`config.mk`:
```
export PLATFORM = sky130hd
export DESIGN_NAME = gamma_lut_writer
export DESIGN_NICKNAME = d
export VERILOG_FILES = /design/src/rtl/gamma_lut_writer.sv
export SDC_FILE = /design/constraint.sdc
export NUM_CORES = 1
export LEC_CHECK = 0
export CAP_MARGIN = 20
export CORE_MARGIN = 4
export CORE_UTILIZATION = 46
export DETAILED_ROUTE_END_ITERATION = 6
export PLACE_DENSITY = 0.8
export SLEW_MARGIN = 25
export SYNTH_ARGS = -nofsm -noshare
export SYNTH_HDL_FRONTEND = slang
export SYNTH_SLANG_ARGS = --single-unit
```
`constraint.sdc`:
```
create_clock -name clk -period 2 [get_ports clk]
set_input_delay 0.3 -clock clk [delete_from_list [all_inputs] [get_ports clk]]
set_output_delay 0.3 -clock clk [all_outputs]
set_load 0.01 [all_outputs]
```
`src/rtl/gamma_lut_writer.sv`:
```
// gamma_lut_writer: streams DEPTH table entries over a valid/ready handshake into
// the gamma luma LUT at consecutive addresses from 0, and raises oBusy so the gamma
// path keeps off the LUT while it is being reloaded.
// Define GAMMA_LUT_VERIFY_EN to compile in a readback pass that sums the table as
// read from the LUT and flags oError when that sum differs from the written sum.
module gamma_lut_writer #(
  parameter int ADDR_W = 12,
  parameter int DATA_W = 12,
  parameter int DEPTH  = 4096,
  parameter int RD_LAT = 2
) (
  input  logic              clk,
  input  logic              reset,
  input  logic              iStart,
  input  logic [DATA_W-1:0] iData,
  input  logic              iDataValid,
  output logic              oDataReady,
  output logic [ADDR_W-1:0] oLutAddr,
  output logic [DATA_W-1:0] oLutData,
  output logic              oLutWren,
  output logic              oLutRden,
  input  logic [DATA_W-1:0] iLutQ,
  output logic              oBusy,
  output logic              oDone,
  output logic              oError,
  output logic [23:0]       oChecksum
);

  localparam int CNT_W = $clog2(DEPTH + 1);
  localparam int SUM_W = 24;
  localparam logic [CNT_W-1:0] LAST_IDX = CNT_W'(DEPTH - 1);

  typedef enum logic [1:0] {
    IDLE,
    WRITE,
    VERIFY,
    DONE
  } state_e;

  state_e state_q, state_d;

  logic [CNT_W-1:0]  wrCnt_q, wrCnt_d;
  logic [SUM_W-1:0]  wrSum_q, wrSum_d;
  logic [ADDR_W-1:0] lutAddr_q, lutAddr_d;
  logic [DATA_W-1:0] lutData_q, lutData_d;
  logic              lutWren_q, lutWren_d;
  logic [SUM_W-1:0]  checksum_q, checksum_d;
  logic              handshake;
  logic              lastWrite;

  assign handshake = (state_q == WRITE) && iDataValid;
  assign lastWrite = handshake && (wrCnt_q == LAST_IDX);

`ifdef GAMMA_LUT_VERIFY_EN
  localparam logic [CNT_W-1:0] DEPTH_CNT = CNT_W'(DEPTH);

  logic [CNT_W-1:0]  rdCnt_q, rdCnt_d;
  logic [CNT_W-1:0]  retCnt_q, retCnt_d;
  logic [SUM_W-1:0]  rdSum_q, rdSum_d;
  logic [RD_LAT-1:0] rdPipe_q, rdPipe_d;
  logic              lutRden_q, lutRden_d;
  logic              error_q, error_d;
  logic              rdReturn;
  logic              lastReturn;

  // The top bit of the read-valid pipe marks the cycle whose iLutQ belongs to a read.
  assign rdReturn   = rdPipe_q[RD_LAT-1];
  assign lastReturn = (state_q == VERIFY) && rdReturn && (retCnt_q == LAST_IDX);
`endif

  // State register
  always_ff @(posedge clk) begin
    if (reset) begin
      state_q <= IDLE;
    end else begin
      state_q <= state_d;
    end
  end

  // Next-state logic: WRITE ends on the final handshake, VERIFY on the final read return
  always_comb begin
    state_d = state_q;
    case (state_q)
      IDLE: begin
        if (iStart) state_d = WRITE;
      end
      WRITE: begin
        if (lastWrite) begin
`ifdef GAMMA_LUT_VERIFY_EN
          state_d = VERIFY;
`else
          state_d = DONE;
`endif
        end
      end
      VERIFY: begin
`ifdef GAMMA_LUT_VERIFY_EN
        if (lastReturn) state_d = DONE;
`else
        state_d = IDLE;
`endif
      end
      DONE: begin
        state_d = IDLE;
      end
      default: begin
        state_d = IDLE;
      end
    endcase
  end

  // Output and datapath next-values: LUT write/read strobes, counters and sums
  always_comb begin
    wrCnt_d    = wrCnt_q;
    wrSum_d    = wrSum_q;
    lutAddr_d  = lutAddr_q;
    lutData_d  = lutData_q;
    lutWren_d  = 1'b0;
    checksum_d = checksum_q;
`ifdef GAMMA_LUT_VERIFY_EN
    rdCnt_d    = rdCnt_q;
    retCnt_d   = retCnt_q;
    rdSum_d    = rdSum_q;
    rdPipe_d   = RD_LAT'({rdPipe_q, lutRden_q});
    lutRden_d  = 1'b0;
    error_d    = error_q;
`endif
    case (state_q)
      IDLE: begin
        if (iStart) begin
          wrCnt_d = '0;
          wrSum_d = '0;
`ifdef GAMMA_LUT_VERIFY_EN
          rdCnt_d  = '0;
          retCnt_d = '0;
          rdSum_d  = '0;
          error_d  = 1'b0;
`endif
        end
      end
      WRITE: begin
        if (handshake) begin
          lutAddr_d = ADDR_W'(wrCnt_q);
          lutData_d = iData;
          lutWren_d = 1'b1;
          wrSum_d   = wrSum_q + SUM_W'(iData);
          wrCnt_d   = wrCnt_q + CNT_W'(1);
`ifndef GAMMA_LUT_VERIFY_EN
          if (lastWrite) checksum_d = wrSum_d;
`endif
        end
      end
`ifdef GAMMA_LUT_VERIFY_EN
      VERIFY: begin
        if (rdCnt_q < DEPTH_CNT) begin
          lutRden_d = 1'b1;
          lutAddr_d = ADDR_W'(rdCnt_q);
          rdCnt_d   = rdCnt_q + CNT_W'(1);
        end
        if (rdReturn) begin
          rdSum_d  = rdSum_q + SUM_W'(iLutQ);
          retCnt_d = retCnt_q + CNT_W'(1);
        end
        if (lastReturn) begin
          checksum_d = wrSum_q;
          error_d    = (rdSum_d != wrSum_q);
        end
      end
`endif
      default: begin
      end
    endcase
  end

  // Datapath registers; reset clears every registered output
  always_ff @(posedge clk) begin
    if (reset) begin
      wrCnt_q    <= '0;
      wrSum_q    <= '0;
      lutAddr_q  <= '0;
      lutData_q  <= '0;
      lutWren_q  <= 1'b0;
      checksum_q <= '0;
`ifdef GAMMA_LUT_VERIFY_EN
      rdCnt_q    <= '0;
      retCnt_q   <= '0;
      rdSum_q    <= '0;
      rdPipe_q   <= '0;
      lutRden_q  <= 1'b0;
      error_q    <= 1'b0;
`endif
    end else begin
      wrCnt_q    <= wrCnt_d;
      wrSum_q    <= wrSum_d;
      lutAddr_q  <= lutAddr_d;
      lutData_q  <= lutData_d;
      lutWren_q  <= lutWren_d;
      checksum_q <= checksum_d;
`ifdef GAMMA_LUT_VERIFY_EN
      rdCnt_q    <= rdCnt_d;
      retCnt_q   <= retCnt_d;
      rdSum_q    <= rdSum_d;
      rdPipe_q   <= rdPipe_d;
      lutRden_q  <= lutRden_d;
      error_q    <= error_d;
`endif
    end
  end

  assign oDataReady = (state_q == WRITE);
  assign oBusy      = (state_q != IDLE);
  assign oDone      = (state_q == DONE);
  assign oLutAddr   = lutAddr_q;
  assign oLutData   = lutData_q;
  assign oLutWren   = lutWren_q;
  assign oChecksum  = checksum_q;

`ifdef GAMMA_LUT_VERIFY_EN
  assign oLutRden = lutRden_q;
  assign oError   = error_q;
`else
  // Without readback the LUT read port is left idle and its data is ignored.
  logic unusedLutQ;
  assign unusedLutQ = ^{iLutQ, RD_LAT[0]};
  assign oLutRden   = 1'b0;
  assign oError     = 1'b0;
`endif

endmodule

```
==> flow_summary.json <==
{
  "dp_hpwl_um": 7800,
  "worst_ep_required_time_ns": 2.27,
  "drt_pre_antenna_iters": 4,
  "synth_cell_type_count": 51,
  "ys_ff_latch": 88,
  "final_critical_period_ns": 2.09,
  "dr.first_iter.drc_count": 194,
  "remaining_drc_errors": 0,
  "layout.nets": 648,
  "detailroute.via_count": 4024,
  "end_kind": "flip-flop",
  "clock_insertion_delay_worst_skew_ns": 0.37,
  "post-route-worst-setup-slack_ns": -0.0938,
  "place_worst_setup_slack_ns": -0.702,
  "antennaDiodeCount": 0,
  "whs_ns": 0.306,
  "syn_area_per_cell_um2": 8.25,
  "number_of_hold_buffers_added_after_cts": 0,
  "worst_hold_path_endpoint": "state_q[1]",
  "die_width_um": 102,
  "rsz0062_at_grt": "true",
  "holdPathStages": 2,
  "async_reset_ff_share_pct": 0,
  "cts_htree_levels": 3,
  "num-fill-cells": 682,
  "floorplan.rows": 33,
  "violations": "setup timing",
  "post_synth_inst_count": 488,
  "io_pins": 82,
  "yosysWarnings": 0,
  "die_outline_area_um2": 10300,
  "final_area_um2": 5740,
  "outcome": "complete, but fails checks",
  "seq_area_frac_synth_pct": 43.7,
  "totalWireLength_um": 11800,
  "total_standard_cell_area_after_synthesis_um2": 4030,
  "initial_core_util_pct": 48.1,
  "leakagePower_nw": 2.12,
  "launching_point_of_the_worst_reg2reg_path": "wrSum_q[3]",
  "place_area_um2": 5140,
  "floorplan.die.height_um": 102,
  "gp_congestion": 0.847,
  "grt_pass1_wl_um": 18700,
  "cts_tree": "yes",
  "ff2ff_setup_slack_ns": -0.08,
  "grt.overflow.total": 0,
  "finalHoldViolations": 0,
  "post-layout-total-power_mw": 3.64,
  "worstSetupPathType": "primary input to flip-flop",
  "clock_skew_ns": 0.0180,
  "power.density_cell_area_nw_per_um2": 635,
  "core_area_um2": 8380,
  "proportion_of_layout_cells_with_a_drive_suffix_above_1_pct": 22.6,
  "cts_sinks": 88,
  "drt.antenna.violating_nets": 0,
  "r2r-end": "oChecksum[17]",
  "number_of_enable_type_register_cells_in_the_synthesized_netlist": 0,
  "critical_path_fanouts_max": 8,
  "clk_pin_slew_worst_paths_ns": 0.09,
  "flow.area_growth_from_synthesis_pct": 42.4,
  "grt_util_all_layers_pct": 22.6,
  "route.detailed.wl_per_inst_um": 16.5,
  "maximum_number_of_pins_on_one_net_before_global_route_repair": 37,
  "cts.path.max_buffers": 2,
  "critPathArrivalTime_ns": 2.37,
  "setup_tns_ns": -0.538,
  "min-delay-path-class": "primary input to flip-flop",
  "period_share_pct": 105,
  "grt_pass1_vias": 3882,
  "min_from": "reset",
  "cts_made_buffers": 9,
  "worstRegToRegCells": 7,
  "critical_path.startpoint_type": "primary input",
  "cts.root.buffer_cell": "sky130_fd_sc_hd__clkbuf_8",
  "finalMaxSlewViolations": 0,
  "initial_antenna_violation_count": 0,
  "ys_dominant_reg_cell": "sky130_fd_sc_hd__dfxtp_1",
  "finalSetupViolCount": 14,
  "peakVddDrop_uv": 381,
  "achievable-frequency_mhz": 478,
  "port_buffers": 67,
  "drv_cap": 0,
  "vias_per_cell": 5.63
}
-- registers in the layout, indices dropped and copies added (netlist names) --
register,cells
wrCnt_q,13
oLutData,12
oLutWren,1
oChecksum,24
wrSum_q,24
oLutAddr,12
state_q,2
-- synth_stat cells, types with 2 or more instances --
master / count / area share, %
sky130_fd_sc_hd__o21a_1: 2 / 0.37
sky130_fd_sc_hd__a311oi_1: 2 / 0.43
sky130_fd_sc_hd__nor3_1: 5 / 0.62
sky130_fd_sc_hd__nor3b_1: 2 / 0.37
sky130_fd_sc_hd__inv_1: 11 / 1.0
sky130_fd_sc_hd__a211oi_1: 10 / 1.9
sky130_fd_sc_hd__a21o_1: 8 / 1.5
sky130_fd_sc_hd__xnor2_1: 11 / 2.4
sky130_fd_sc_hd__nor2_1: 35 / 3.3
sky130_fd_sc_hd__a22oi_1: 6 / 1.1
sky130_fd_sc_hd__and3_1: 6 / 0.93
sky130_fd_sc_hd__nand2_1: 94 / 8.8
sky130_fd_sc_hd__clkbuf_1: 18 / 1.7
sky130_fd_sc_hd__buf_4: 2 / 0.37
sky130_fd_sc_hd__a21oi_1: 55 / 6.8
sky130_fd_sc_hd__and2_1: 3 / 0.47
sky130_fd_sc_hd__o2111ai_1: 2 / 0.43
sky130_fd_sc_hd__nor4_1: 2 / 0.31
sky130_fd_sc_hd__or2_2: 3 / 0.47
sky130_fd_sc_hd__mux2i_1: 2 / 0.50
sky130_fd_sc_hd__dfxtp_1: 88 / 44
sky130_fd_sc_hd__nand4_1: 14 / 2.2
sky130_fd_sc_hd__ha_1: 13 / 4.0
sky130_fd_sc_hd__xor2_1: 13 / 2.8
sky130_fd_sc_hd__a32o_1: 2 / 0.50
sky130_fd_sc_hd__nor2b_1: 3 / 0.47
sky130_fd_sc_hd__buf_2: 6 / 0.75
sky130_fd_sc_hd__a31oi_1: 12 / 1.9
sky130_fd_sc_hd__o21ai_0: 24 / 3.0
sky130_fd_sc_hd__or3_1: 9 / 1.4
sky130_fd_sc_hd__a21boi_0: 2 / 0.37
sky130_fd_sc_hd__nand3_1: 4 / 0.50
-- metal layers --
| metal | GRT usage (%) | wire length [um] | up-vias |
|---|---|---|---|
| li1 | - | - | 1948 |
| met1 | 28.2 | 5070 | 1914 |
| met2 | 38.1 | 5820 | 138 |
| met3 | 5.23 | 693 | 24 |
| met4 | 8.28 | 224 | 0 |
| met5 | 0 | 0 | - |
-- area by class of cell --
class | instances | area (um^2) | area share [%]
clock inverters | 6 | 91.3 | 1.59
well taps | 105 | 131 | 2.29
inverters | 13 | 48.8 | 0.851
flip-flops and latches | 88 | 1770 | 30.9
repair buffers | 132 | 1170 | 20.4
clock buffers | 9 | 124 | 2.16
multi-input cells | 362 | 2400 | 41.8
-- layout by cell type, fill, tap and decap left out, types with 3 or more instances in the layout --
master                            Yosys  layout
sky130_fd_sc_hd__a211oi_1            10       8
sky130_fd_sc_hd__a21o_1               8       8
sky130_fd_sc_hd__a21oi_1             55      46
sky130_fd_sc_hd__a21oi_2              0       7
sky130_fd_sc_hd__a22oi_1              6       6
sky130_fd_sc_hd__a31oi_1             12      10
sky130_fd_sc_hd__and2_1               3       3
sky130_fd_sc_hd__and3_4               1       4
sky130_fd_sc_hd__buf_4                2      61
sky130_fd_sc_hd__buf_6                0       3
sky130_fd_sc_hd__clkbuf_8             0       9
sky130_fd_sc_hd__clkdlybuf4s50_1      0      58
sky130_fd_sc_hd__dfxtp_1             88      83
sky130_fd_sc_hd__dfxtp_2              0       4
sky130_fd_sc_hd__dlygate4sd2_1        0       7
sky130_fd_sc_hd__ha_1                13       6
sky130_fd_sc_hd__ha_4                 0       7
sky130_fd_sc_hd__inv_1               11       9
sky130_fd_sc_hd__inv_2                1       3
sky130_fd_sc_hd__nand2_1             94      94
sky130_fd_sc_hd__nand4_1             14      14
sky130_fd_sc_hd__nor2_1              35      35
sky130_fd_sc_hd__nor2b_1              3       3
sky130_fd_sc_hd__nor3_1               5       5
sky130_fd_sc_hd__o21ai_0             24      17
sky130_fd_sc_hd__o21ai_1              1       8
sky130_fd_sc_hd__or2_2                3       3
sky130_fd_sc_hd__or3_1                9       5
sky130_fd_sc_hd__or3_4                0       4
sky130_fd_sc_hd__xnor2_1             11      11
sky130_fd_sc_hd__xor2_1              13      13
-- cell families after synthesis --
group	synth area share, %
buffers and inverters	4.01
adders and majority gates	4.54
AOI/OAI and AO/OA	20.7
other	0.0931
xor gates and xnor gates	5.22
and+or+nand+nor	21.2
muxes	0.497
DFF	43.7
-- critical path, stage by stage --
cell,delay [ns]
sky130_fd_sc_hd__clkdlybuf4s50_1,0.47
sky130_fd_sc_hd__ha_1,0.34
sky130_fd_sc_hd__and3_2,0.25
sky130_fd_sc_hd__nand4_1,0.17
sky130_fd_sc_hd__a21bo_4,0.29
sky130_fd_sc_hd__or3_4,0.33
sky130_fd_sc_hd__a311oi_2,0.21
-- per-stage QoR --
| stage | utilization [%] | instances |
|---|---|---|
| after floorplan | - | 489 |
| after global placement | 61.4 | 689 |
| after detailed placement | 61.4 | 689 |
| after CTS | 66.1 | 710 |
| after global routing | 68.4 | 715 |
| final | 68.4 | 715 |
-- report_power, final --
part / leakage (nW) / internal [mW] / switching (mW) / total (mW)
Sequential: 0.714 / 1.78 / 0.0216 / 1.80
Clock: 0.110 / 0.706 / 0.670 / 1.38
Combinational: 1.30 / 0.218 / 0.248 / 0.465
Total: 2.12 / 2.70 / 0.940 / 3.64
-- repair_timing --
action / 4_1_cts / 5_1_grt
gates resized for setup: 38 / 35
pin swaps: 14 / 22
gates cloned: 0 / 0
setup buffers: 6 / 5
setup endpoints to repair: 32 / 40
-- worst max path at each step --
stage	startpoint	depth (start not counted)	to
floorplan	wrSum_q[0]	9	oChecksum[16]
global placement	iData[0]	11	oChecksum[16]
detailed placement	iData[4]	9	oChecksum[16]
CTS	iData[11]	7	oChecksum[17]
global route	wrSum_q[4]	7	oChecksum[17]
finish	iData[11]	7	oChecksum[17]
(Power assumes the default switching activity.)
